**config.mk**
```make
export PLATFORM = sky130hd
export DESIGN_NAME = isr_prefetch_queue
export DESIGN_NICKNAME = d
export VERILOG_FILES = /design/src/rtl/isr_pkg.sv /design/src/rtl/isr_fifo_mem.sv /design/src/rtl/isr_prefetch_queue.sv
export SDC_FILE = /design/constraint.sdc
export NUM_CORES = 1
export LEC_CHECK = 0
export BUFFER_PORTS_ARGS = -buffer_cell sky130_fd_sc_hd__buf_2
export CAP_MARGIN = 20
export CORE_MARGIN = 3
export CORE_UTILIZATION = 31
export DETAILED_ROUTE_END_ITERATION = 16
export GPL_TIMING_DRIVEN = 0
export HOLD_SLACK_MARGIN = 0.15
export PLACE_DENSITY_LB_ADDON = 0.08
export REMOVE_ABC_BUFFERS = 1
export SKIP_CTS_REPAIR_TIMING = 1
export SKIP_LAST_GASP = 1
export SYNTH_ARGS = -nofsm -noshare
export SYNTH_HDL_FRONTEND = slang
export SYNTH_SLANG_ARGS = --single-unit
export TNS_END_PERCENT = 100
```
**constraint.sdc**
```tcl
create_clock -name CLK -period 2.5 [get_ports CLK]
set_clock_uncertainty 0.05 [all_clocks]
set_input_delay 0.25 -clock CLK [delete_from_list [all_inputs] [get_ports CLK]]
set_output_delay 0.25 -clock CLK [all_outputs]
set_load 0.05 [all_outputs]
```
**src/rtl/isr_pkg.sv**
```systemverilog
// Shared definitions for the ISR prefetch queue: instruction width, reset value
// and the wrap-around pointer increment used for non-power-of-2 depths.
package isr_pkg;

  localparam int ISR_W = 16;
  localparam logic [ISR_W-1:0] ISR_RESET_VAL = 16'h0000;

  // Wrap by explicit compare so any depth (not only 2^n) works.
  function automatic int unsigned next_ptr(input int unsigned ptr, input int unsigned depth);
    return (ptr == depth - 32'd1) ? 32'd0 : ptr + 32'd1;
  endfunction

endpackage

```
**src/rtl/isr_fifo_mem.sv**
```systemverilog
// DEPTH x WIDTH register array: one synchronous write port, one asynchronous read port.
// Storage is intentionally not reset.
module isr_fifo_mem
  import isr_pkg::*;
#(
  parameter int WIDTH = ISR_W,
  parameter int DEPTH = 4,
  localparam int AW = $clog2(DEPTH)
) (
  input  logic             CLK,
  input  logic             we,
  input  logic [AW-1:0]    waddr,
  input  logic [WIDTH-1:0] wdata,
  input  logic [AW-1:0]    raddr,
  output logic [WIDTH-1:0] rdata
);

  logic [WIDTH-1:0] mem [DEPTH];

  always_ff @(posedge CLK) begin
    if (we) mem[waddr] <= wdata;
  end

  assign rdata = mem[raddr];

endmodule

```
**src/rtl/isr_prefetch_queue.sv**
```systemverilog
// Prefetch FIFO in front of the instruction register: queues fetched words,
// loads ISR from the head on MIS, bypasses straight to ISR when empty.
module isr_prefetch_queue
  import isr_pkg::*;
#(
  parameter int WIDTH = ISR_W,
  parameter int DEPTH = 4,
  localparam int CNT_W = $clog2(DEPTH + 1)
) (
  input  logic             CLK,
  input  logic             CLR,
  input  logic [WIDTH-1:0] m_bus,
  input  logic             fetch_valid,
  output logic             fetch_ready,
  input  logic             MIS,
  input  logic             flush,
  output logic [WIDTH-1:0] ISR,
  output logic             isr_valid,
  output logic [CNT_W-1:0] q_count,
  output logic             q_empty,
  output logic             q_full,
  output logic             underrun,
  output logic             overflow
);

  localparam int PTR_W = $clog2(DEPTH);
  localparam logic [CNT_W-1:0] FULL_CNT = CNT_W'(DEPTH);

  logic [PTR_W-1:0] rd_ptr, wr_ptr;
  logic [WIDTH-1:0] head;
  logic             pop_q, bypass, push, drop, starve;

  assign q_empty     = (q_count == '0);
  assign q_full      = (q_count == FULL_CNT);
  assign fetch_ready = !q_full;

  // A full queue still accepts a word when a pop frees the head slot on the same edge.
  assign pop_q  = !flush && MIS && !q_empty;
  assign bypass = !flush && MIS && q_empty && fetch_valid;
  assign push   = !flush && fetch_valid && !bypass && (!q_full || MIS);
  assign drop   = !flush && fetch_valid && q_full && !MIS;
  assign starve = !flush && MIS && q_empty && !fetch_valid;

  isr_fifo_mem #(
    .WIDTH (WIDTH),
    .DEPTH (DEPTH)
  ) u_mem (
    .CLK   (CLK),
    .we    (push),
    .waddr (wr_ptr),
    .wdata (m_bus),
    .raddr (rd_ptr),
    .rdata (head)
  );

  always_ff @(posedge CLK or negedge CLR) begin
    if (!CLR) begin
      rd_ptr    <= '0;
      wr_ptr    <= '0;
      q_count   <= '0;
      ISR       <= ISR_RESET_VAL;
      isr_valid <= 1'b0;
      underrun  <= 1'b0;
      overflow  <= 1'b0;
    end else begin
      underrun <= starve;
      overflow <= drop;
      if (flush) begin
        rd_ptr    <= '0;
        wr_ptr    <= '0;
        q_count   <= '0;
        isr_valid <= 1'b0;
      end else begin
        if (push) wr_ptr <= PTR_W'(next_ptr(32'(wr_ptr), DEPTH));
        if (pop_q) begin
          rd_ptr    <= PTR_W'(next_ptr(32'(rd_ptr), DEPTH));
          ISR       <= head;
          isr_valid <= 1'b1;
        end else if (bypass) begin
          ISR       <= m_bus;
          isr_valid <= 1'b1;
        end
        if (push && !pop_q)      q_count <= q_count + 1'b1;
        else if (pop_q && !push) q_count <= q_count - 1'b1;
      end
    end
  end

endmodule

```
### Word level (Yosys, flattened, before mapping)

Memories as Yosys holds them, arrays and structs flattened.
Cells that the tools add are included.

* register bits after elaboration: 26
* bits in writable memories: 64
* bits of input ports: 21
* output and inout bits: 25
* logic and storage cells: 60
* memories kept: 1

Memory list
* u_mem.mem: words 4, width 16, rd ports 1, clocked after memory_dff 0, wr ports 1, RTL line isr_fifo_mem.sv:18 `logic [WIDTH-1:0] mem [DEPTH];`

* add/sub/neg operators: 4
* eq/ne operators: 3
* multiplexer cells: 16
* bitwise operators: 1
* reduce and logical (&&, ||, !) cells: 28

Operators with widths (number)
* 16-bit 2-to-1 mux: 2
* 1-bit logical AND: 12
* 2-bit 2-to-1 mux: 6
* 3-bit 2-to-1 mux: 3
* 1-bit logical NOT: 8
* 2-bit nonzero test: 3
* 3-bit nonzero test: 2
* 1-bit 2-to-1 mux: 5
* 2-bit by 1-bit adder with 2-bit output, second input constant: 2
* 2-bit equality test, second input constant: 2
* 3-bit by 1-bit adder with 3-bit output, second input constant: 1
* 3-bit equality test, second input constant: 1
* 3-bit logical NOT: 1
* 3-bit by 1-bit subtractor with 3-bit output, second input constant: 1
* 2-bit AND reduction: 1
* 1-bit logical OR: 1
* 1-bit NOT: 1

### Longest topological paths before layout

Gate-level depths: netlist of run 1.

* depth in word-level cells: 12
* depth in mapped cells: 8
* gate-level depth less buffers: 7

### Modules after synthesis

A second synthesis of run 1 with hierarchy kept.

* cells, all modules: 250
* area total of the unflattened synthesis: 3950.0 µm²

Modules (own cells, without submodules)
* isr_fifo_mem: times used 1, cells each 88, area an instance 2377.3 µm², seq. area each 1921.8 µm²
* isr_prefetch_queue: times used 1, cells each 162, area an instance 1572.8 µm², seq. area each 650.6 µm²

### Least setup slack after synthesis of run 1

OpenSTA, ideal clock, no wires.

* path type: reg-to-reg
* from: reg q_count[2]
* to: mem u_mem.mem[3][0] in the netlist's numbering, enable pin
* library setup time: 374 ps
* data arrival time: 1648 ps
* data required time: 2076 ps
* slack: 428 ps
* cell stages (with the launch flop): 5
* buffers on the path: 1
* clock period less this slack: 2072 ps
* path through: dfrtp_1 > buf_6 > xnor2_1 > o211a_1 > and2_1

* word-level cells in the longest chain between the ends: 8
* elaborated cells on any way between the ends: 11
* those cells by class: eq/ne (1); mux (2); reduce/logical (8)

RTL lines
* start: declaration: RTL line isr_prefetch_queue.sv:19 `output logic [CNT_W-1:0] q_count,`
* start signal: assignment: RTL line isr_prefetch_queue.sv:83 `if (push && !pop_q) q_count <= q_count + 1'b1;`
* start signal: assignment: RTL line isr_prefetch_queue.sv:84 `else if (pop_q && !push) q_count <= q_count - 1'b1;`
* 3-bit logical NOT: RTL line isr_prefetch_queue.sv:33 `assign q_empty = (q_count == '0);`
* 1-bit logical AND (2 in series): RTL line isr_prefetch_queue.sv:39 `assign bypass = !flush && MIS && q_empty && fetch_valid;`
* 1-bit logical NOT: RTL line isr_prefetch_queue.sv:40 `assign push = !flush && fetch_valid && !bypass && (!q_full || MIS);`
* 1-bit logical AND: RTL line isr_prefetch_queue.sv:40
* 1-bit logical AND *: RTL line isr_prefetch_queue.sv:40
* 1-bit 2-to-1 mux *: RTL line isr_fifo_mem.sv:21 `if (we) mem[waddr] <= wdata;`
* 1-bit 2-to-1 mux (not written as such) *: RTL line isr_fifo_mem.sv:21
* end: declaration: RTL line isr_fifo_mem.sv:18

Every way passes the cells marked *; elsewhere a longest branch is shown, timed or not.

### Worst setup path after layout of run 1

* from: reg q_count[2]
* to: out q_empty

* word-level cells in the longest chain between the ends: 1

RTL lines
* 3-bit logical NOT: RTL line isr_prefetch_queue.sv:33
* end: declaration: RTL line isr_prefetch_queue.sv:20 `output logic q_empty,`

No other way between the ends.

==> flow_summary.yaml, run 1 <==
synthesis:
  syn_area_sq_mm: 0.00372
  avgSynthCellArea_sq_um: 17.9
  ys_seq_area_share_pct: 69.2
  synth-seq-cells: 90
  syn_inst: 208
  synth_cell_type_count: 39
  synth_warnings: 0
floorplanning:
  io_pins: 46
  initial_core_util_pct: 32.2
  die_y_um: 116
  rows: 39
  core_sq_mm: 0.0116
  die_area_sq_mm: 0.0133
  die_width_um: 116
finish:
  diodes: 0
  syn_to_final_growth_pct: 21.2
  regArea_sq_mm: 0.00257
  final_cell_mix: "64 x edfxtp_1, 45 x buf_2, 26 x dfrtp_1"
  final_nets: 295
  multi_input_area_sq_mm: 0.00103
  nFillCells: 1068
  final_cells: 416
  final_layout_size_suffix_gt1_share_pct: 33.0
  final_common_cell: "edfxtp_1"
clock_tree:
  cts_tree: "done"
  h-tree-depth: 3
  clkTransAtPathRegs_ns: 0.06
  cts_buffer_depth: 2
  cts_sinks: 90
  cts_buffers: 9
  clockRootBuffer: "clkbuf_16"
  clk_latency_ns: 0.34
drt:
  vias_per_cell: 5.01
  routed_wirelength_mm: 8.32
  drc: 0
  ant_nets: 0
  vias: 2083
  post_drt_wl_per_cell_um: 20.0
  firstDrtPassIters: 4
  drt-initial-drc-count: 84
placement:
  numPortBuffers: 45
  place_ws_ns: 0.130
  dp.cells: 383
  gp_congestion: 0.652
  dp_hpwl_mm: 4.81
sta:
  whs_ns: 0.171
  tns_ns: 0
  hold_violations: 0
  fmaxAchievable_mhz: 423
  relSlewSlack_pct: 35.2
  worstMarginPinSlew_ns: 0.972
  finalMaxSlewViolations: 0
  grt_setup_unrepaired: "false"
  period_needed_ns: 2.37
  finalCritPeriodShare_pct: 94.7
  finalSetupViolCount: 0
  layout_setup_ws_ns: 0.134
global_route:
  grt_max_degree: 27
  grt_pass1_wl_mm: 12.6
  grt_overflow: 0
  grt_usage_pct: 13.2
  antenna_found_initial: 0
  grt_pass1_vias: 2131
worst_hold_path:
  min-delay-path-class: "input pin to flop"
  holdPathStages: 2
worst_setup_path:
  start_kind: "flop"
  reg2reg_depth: 3
  crit_path_end_kind: "output port"
  required_ns: 2.20
  worstSetupPathType: "flop to output port"
  critPathMaxFanout: 17
  cp_data_arrival_time_ns: 2.07
pwr:
  p_total_mw: 4.13
  ir_drop_mv: 0.381
  p_per_area_mw_per_mm2: 915
  p_leak_nw: 1.61
status:
  outcome: "finished clean"
run:
  maxCapViolCount: 0
[cell families (layout without fill, tap and decap cells)]
kind of cell    Yosys count  in the layout  synth area share [%]
buf+inv                  23             88                  3.23
simple gates             40             40                  7.37
flops                    90             90                  69.2
mux                      18             18                  10.3
xor+xnor                  2              2                 0.471
compound gates           29             29                  7.27
fa+ha+maj                 6              6                  2.22
[per-layer routing]
metal  GRT usage [%]  share of wire (%)
met4            3.29                1.0
met1            17.3                 45
met3            4.28                3.8
met5               0                  0
met2            21.6                 50
[through the flow]
step / instance area, sq um / utilization [%]
finish: 4510 / 39.0
global route: 4510 / 39.0
CTS: 4340 / 37.5
detailed placement: 4080 / 35.2
global placement: 4030 / 34.9
floorplan: 3630 / -
[power breakdown]
part | internal, mW | leakage, nW | switching, mW
Sequential | 1.76 | 0.888 | 0.105
Combinational | 0.343 | 0.593 | 0.710
Clock | 0.665 | 0.127 | 0.541
[registers in the layout, summed over array words and instances, names as in the netlist]
name / count
ISR: 16
isr_valid: 1
overflow: 1
q_count: 3
rd_ptr: 2
u_mem.mem: 64
underrun: 1
wr_ptr: 2
[final timing paths]
check	start	endpoint	slack, ns
worst min register to register	isr_valid$_DFFE_PN0P_	isr_valid$_DFFE_PN0P_	0.44
worst max register to register	q_count[2]$_DFFE_PN0P_	u_mem.mem[0][9]$_DFFE_PP_	0.26
min in group asynchronous	CLR	ISR[0]$_DFFE_PN0P_	0.47
max in group asynchronous	CLR	q_count[1]$_DFFE_PN0P_	1.46
worst max-delay path	q_count[2]$_DFFE_PN0P_	q_empty	0.13
worst min-delay path	flush	rd_ptr[0]$_DFFE_PN0P_	0.17
[synthesized netlist by cell type]
cell,number,area share [%]
dfrtp_1,26,17
a221oi_1,1,0.24
edfxtp_1,64,52
a21o_1,1,0.20
o21a_1,1,0.20
nor4_1,1,0.17
fa_1,1,0.54
nor2b_1,1,0.17
o211ai_1,1,0.20
o221a_1,8,2.4
or3_1,1,0.17
o221a_2,8,2.4
clkbuf_1,5,0.50
buf_4,1,0.20
buf_2,6,0.81
ha_1,5,1.7
o21ai_0,1,0.13
mux4_2,16,9.7
a211oi_1,1,0.20
and3b_1,1,0.24
o211a_1,1,0.27
buf_6,3,0.91
clkinv_1,1,0.10
or3_4,1,0.30
and2_1,4,0.67
nor3b_1,1,0.20
nand2_1,4,0.40
xor2_1,1,0.24
and3_1,1,0.17
nand4b_1,16,3.8
nand3_1,2,0.27
inv_1,7,0.71
xnor2_1,1,0.24
nor2_1,5,0.50
mux2_2,2,0.61
or2_2,2,0.34
a21oi_1,4,0.54
o31ai_1,1,0.20
a2111oi_0,1,0.24
[critical path, cell delays in order (launching register included)]
cell	delay (ns)
dfrtp_1	0.50
or3_4	0.21
clkinv_1	0.56
buf_2	0.45
[layout make-up]
class	instances	share of cell area, %
repair buffers	64	9.63
inverters	8	0.666
multi-input cells	95	22.8
clock inverters	6	0.749
flip-flops and latches	90	57.1
clock buffers	10	5.08
well taps	143	3.97
No activity file was read; power rests on OpenSTA's default activity.
==> inputs of run 2 (changes only) <==
--- a/config.mk
+++ b/config.mk
@@ -9,2 +9,4 @@
 export CAP_MARGIN = 20
+export CELL_PAD_IN_SITES_DETAIL_PLACEMENT = 2
+export CELL_PAD_IN_SITES_GLOBAL_PLACEMENT = 2
 export CORE_MARGIN = 3
@@ -20,2 +22,3 @@
 export SYNTH_HDL_FRONTEND = slang
+export SYNTH_HIERARCHICAL = 1
 export SYNTH_SLANG_ARGS = --single-unit
==> constraint.sdc (replaced) <==
create_clock -name CLK -period 2.5 [get_ports CLK]
set_clock_uncertainty 0.05 [all_clocks]
set_input_delay 0.375 -clock CLK [delete_from_list [all_inputs] [get_ports CLK]]
set_output_delay 0.375 -clock CLK [all_outputs]
set_load 0.05 [all_outputs]
==> flow_summary.yaml, run 2 <==
sta:
  fmaxAchievable_mhz: 415
  finalSetupViolCount: 0
  grt_setup_unrepaired: "false"
  hold_violations: 0
  whs_ns: 0.222
  period_needed_ns: 2.41
  finalMaxSlewViolations: 0
  relSlewSlack_pct: 34.9
  tns_ns: 0
  layout_setup_ws_ns: 0.0901
  finalCritPeriodShare_pct: 96.4
  worstMarginPinSlew_ns: 0.977
global_route:
  use_met2_pct: 24.1
  use_met1_pct: 17.9
  grt-busiest-layer: "met2"
  grt_pass1_wl_mm: 15.0
  met3_usage_pct: 3.47
  grt_max_degree: 27
  grt_usage_pct: 14.2
  antenna_found_initial: 0
  grt_overflow: 0
  grt_pass1_vias: 2543
worst_setup_path:
  crit_path_end_kind: "output port"
  cpMaxStageDelayCell: "or3_4"
  cp-startpoint: "q_count[2]$_DFFE_PN0P_"
  max_stage_delay_ns: 0.54
  start_kind: "flop"
  r2r_start: "q_count[2]$_DFFE_PN0P_"
  r2r-end: "u_mem/mem[1][14]$_DFFE_PP_"
  path_cells: "or3_4, inv_4, buf_2"
  cp_data_arrival_time_ns: 1.98
  ff2ff_setup_slack_ns: 0.34
  required_ns: 2.08
  endpoint: "q_empty"
  worstSetupPathType: "flop to output port"
  critPathMaxFanout: 19
  reg2reg_depth: 3
pwr:
  p_leak_nw: 1.71
  p_per_area_mw_per_mm2: 916
  combPwrFrac_pct: 24.4
  ir_drop_mv: 0.417
  p_switching_mw: 1.36
  p_total_mw: 4.25
  p_sw_share_pct: 32.1
  seqPwrFrac_pct: 43.4
  pwr-share-clk_pct: 32.2
  p_int_mw: 2.89
clock_tree:
  cts_buffers: 9
  clockRootBuffer: "clkbuf_16"
  cts_buffer_depth: 2
  cts_tree: "done"
  clk_latency_ns: 0.34
  clkTransAtPathRegs_ns: 0.06
  h-tree-depth: 3
  cts_sinks: 90
synthesis:
  yosys.cell_count.top_type: "edfxtp_1"
  synth_top_family_by_area: "compound AO/OA/AOI/OAI gates"
  ys_async_sr_fraction_pct: 28.9
  synth_edf_count: 64
  yosysTopAreaCellShare_pct: 48.7
  synth_cell_type_count: 46
  synth_fa_ha_area_share_pct: 1.14
  synth_commonest_cells: "64 x edfxtp_1, 26 x dfrtp_1, 21 x nor2_1, 16 x o21ai_0, 11 x a21oi_1"
  synth_top_flop_cell: "edfxtp_1"
  syn_area_sq_mm: 0.00395
  synth_mux_area_share_pct: 10.3
  synthSimpleGateAreaFrac_pct: 7.25
  synth_warnings: 6
  synth_xor_area_share_pct: 0.665
  avgSynthCellArea_sq_um: 15.8
  yosysTopAreaCell: "edfxtp_1"
  synth_area_leaders: "edfxtp_1 49%, dfrtp_1 16%, mux4_2 5.7%"
  synth_compound_area_share_pct: 11.1
  syn_inst: 250
  synth-seq-cells: 90
  ys_seq_area_share_pct: 65.1
drt:
  post_drt_wl_per_cell_um: 20.2
  drc: 0
  firstDrtPassIters: 4
  vias_per_cell: 4.96
  drt-initial-drc-count: 81
  vias: 2322
  ant_nets: 0
  routed_wirelength_mm: 9.46
finish:
  final_nets: 319
  largest_reg_flops: 64
  final_common_cell: "edfxtp_1"
  syn_to_final_growth_pct: 17.5
  final_util_pct: 38.0
  final_cell_mix: "64 x edfxtp_1, 45 x buf_2, 25 x dfrtp_1"
  largest_register: "u_mem/mem"
  largestRegisters: "u_mem/mem: 64 flops, ISR: 16 flops, q_count: 3 flops"
  diodes: 0
  nFillCells: 1246
  final_layout_size_suffix_gt1_share_pct: 35.0
placement:
  place_ws_ns: -0.455
  numPortBuffers: 45
  gp_congestion: 0.650
  dp_hpwl_mm: 5.76
worst_hold_path:
  hp-start: "m_bus[2]"
  min-delay-path-class: "input pin to flop"
floorplanning:
  die_y_um: 119
  core_sq_mm: 0.0122
  io_pins: 46
  initial_core_util_pct: 32.3
  rows: 40
  die_area_sq_mm: 0.0141
  die_width_um: 119
run:
  maxCapViolCount: 0
status:
  outcome: "finished clean"
run 2: cell types whose count changed after synthesis, sizes merged, moves of 14 or more:
cell    delta
nand4b    -16
o31ai     +15
o21ai     +20
o221a     -16
a21oi     +14
nor2      +17
run 2: through the flow:
stage / std cells / area (sq um)
finish: 468 / 4640
global route: 468 / 4640
CTS: 463 / 4590
detailed placement: 447 / 4280
global placement: 445 / 4240
floorplan: 232 / 3800
run 2: worst min-delay path by stage:
stage	slack [ns]	cells past startpoint	to
2_1_floorplan	0.03	0	ISR[0]$_DFFE_PN0P_
3_3_place_gp	0.43	1	wr_ptr[0]$_DFFE_PN0P_
3_5_place_dp	0.44	1	wr_ptr[0]$_DFFE_PN0P_
4_1_cts	0.07	1	wr_ptr[0]$_DFFE_PN0P_
5_1_grt	0.21	1	u_mem/mem[2][12]$_DFFE_PP_
6_report	0.22	1	u_mem/mem[0][2]$_DFFE_PP_
run 2: logic make-up (layout without fill, tap and decap cells):
logic type / count (synthesis) / in the layout
adder cells (fa/ha/maj): 3 / 3
flip-flops: 90 / 90
AND/OR/NAND/NOR: 50 / 51
buffers and inverters: 25 / 74
XOR/XNOR: 3 / 3
AO/OA/AOI/OAI: 61 / 61
multiplexers: 18 / 18
run 2: worst max-delay path, delay by kind of cell, from the launching register on:
kind | cells | cell delay [ns]
buf+inv | 2 | 0.57
flops | 1 | 0.53
simple gates | 1 | 0.54
run 2: layout make-up:
cell class | count | area [sq um] | area share, %
Tap cell | 168 | 210 | 4.53
Sequential cell | 90 | 2570 | 55.4
Timing Repair Buffer | 51 | 300 | 6.47
Inverter | 7 | 28.8 | 0.620
Multi-Input combinational cell | 136 | 1230 | 26.5
Clock buffer | 14 | 264 | 5.69
Clock inverter | 2 | 37.5 | 0.808
run 2: metal layers:
| layer | up-vias | part of all wire, % |
|---|---|---|
| met3 | 10 | 2.6 |
| met5 | - | 0 |
| li1 | 1054 | - |
| met2 | 31 | 51 |
| met4 | 0 | 1.4 |
| met1 | 1227 | 45 |
run 2: power groups by stage:
stage	combinational [mW]	sequential [mW]	clock, mW
2_1_floorplan	0.409	2.17	0
3_3_place_gp	0.983	1.88	0
3_5_place_dp	1.03	1.87	0
4_1_cts	1.03	1.84	1.42
5_1_grt	1.12	1.87	1.47
6_report	1.04	1.84	1.37
==> inputs of run 3 (changes only) <==
Settings changed: RECOVER_POWER set to 100.
==> flow_summary.yaml, run 3 (same netlist as run 2, synthesis figures left out) <==
global_route:
  grt_pass1_wl_mm: 15.0
  grt_max_degree: 27
  grt_overflow: 0
  grt_usage_pct: 14.2
  antenna_found_initial: 0
  grt_pass1_vias: 2543
floorplanning:
  die_area_sq_mm: 0.0141
  die_y_um: 119
  initial_core_util_pct: 32.3
  rows: 40
  io_pins: 46
  core_sq_mm: 0.0122
  die_width_um: 119
finish:
  final_layout_size_suffix_gt1_share_pct: 19.3
  largest_reg_flops: 64
  final_util_pct: 37.0
  final_nets: 319
  largestRegisters: "u_mem/mem: 64 flops, ISR: 16 flops, q_count: 3 flops"
  final_cell_mix: "64 x edfxtp_1, 42 x clkbuf_1, 25 x dfrtp_1"
  diodes: 0
  syn_to_final_growth_pct: 14.5
  final_cells: 468
  largest_register: "u_mem/mem"
  final_common_cell: "edfxtp_1"
clock_tree:
  h-tree-depth: 3
  cts_sinks: 90
  cts_tree: "done"
  clkTransAtPathRegs_ns: 0.06
  clockRootBuffer: "clkbuf_16"
  cts_buffer_depth: 2
  cts_buffers: 9
  clk_latency_ns: 0.34
sta:
  fmaxAchievable_mhz: 414
  worstMarginPinSlew_ns: 0.970
  hold_violations: 0
  finalCritPeriodShare_pct: 96.6
  finalMaxSlewViolations: 0
  period_needed_ns: 2.41
  finalSetupViolCount: 0
  grt_setup_unrepaired: "false"
  relSlewSlack_pct: 35.4
drt:
  drt-initial-drc-count: 102
  vias: 2303
  vias_per_cell: 4.92
  drc: 0
  ant_nets: 0
  post_drt_wl_per_cell_um: 20.2
  routed_wirelength_mm: 9.46
  firstDrtPassIters: 4
worst_setup_path:
  required_ns: 2.08
  worstSetupPathType: "flop to output port"
  critPathMaxFanout: 19
  start_kind: "flop"
  ff2ff_setup_slack_ns: 0.31
  cp_data_arrival_time_ns: 1.99
  crit_path_end_kind: "output port"
status:
  outcome: "finished clean"
placement:
  dp.cells: 447
  numPortBuffers: 45
  dp_hpwl_mm: 5.76
  gp_congestion: 0.650
pwr:
  p_leak_nw: 1.56
  p_per_area_mw_per_mm2: 925
  ir_drop_mv: 0.416
worst_hold_path:
  min-delay-path-class: "input pin to flop"
run:
  maxCapViolCount: 0
[run 3: metrics by stage]
stage	power [mW]	setup TNS, ns	instance area [sq um]	worst slack, ns	hold WS [ns]
after CTS	4.29	-8.60	4590	-0.451	0.0664
after detailed placement	2.91	-9.23	4280	-0.455	0.438
after global routing	4.40	0	4520	0.0145	0.292
after floorplan	2.57	-8.46	3800	-0.529	0.0294
after global placement	2.87	-35.24	4240	-1.73	0.428
final	4.18	0	4520	0.0854	0.289
[run 3: power breakdown]
part / leakage [nW] / internal (mW) / switching (mW) / total [mW]
registers: 0.913 / 1.74 / 0.104 / 1.84
logic: 0.506 / 0.263 / 0.710 / 0.972
clock network: 0.143 / 0.831 / 0.538 / 1.37
total: 1.56 / 2.83 / 1.35 / 4.18
[run 3: per-layer routing]
layer | up-vias | track usage (%) | routed length [um]
met2 | 29 | 24.1 | 4800
met5 | - | 0 | 0
met4 | 0 | 4.34 | 131
met1 | 1209 | 17.9 | 4260
li1 | 1055 | - | -
met3 | 10 | 3.47 | 264
[run 3: worst paths after layout]
path / from / to / cells past startpoint
max in group asynchronous: CLR / q_count[2]$_DFFE_PN0P_ / 2
worst min register to register: ISR[9]$_DFFE_PN0P_ / ISR[9]$_DFFE_PN0P_ / 2
min in group asynchronous: CLR / q_count[2]$_DFFE_PN0P_ / 2
worst min-delay path: m_bus[14] / u_mem/mem[0][14]$_DFFE_PP_ / 1
worst max register to register: q_count[1]$_DFFE_PN0P_ / q_count[2]$_DFFE_PN0P_ / 5
worst max-delay path: q_count[2]$_DFFE_PN0P_ / q_empty / 3
[run 3: worst max-delay path: stages, from the launching register on]
cell	delay (ns)
dfrtp_2	0.53
or3_4	0.54
inv_4	0.25
buf_2	0.32
[run 3: final cells by class]
type | count | area [sq um]
Clock inverter | 2 | 37.5
Inverter | 7 | 28.8
Clock buffer | 14 | 264
Sequential cell | 90 | 2570
Fill cell | 1267 | 7690
Timing Repair Buffer | 51 | 220
Multi-Input combinational cell | 136 | 1190
Tap cell | 168 | 210
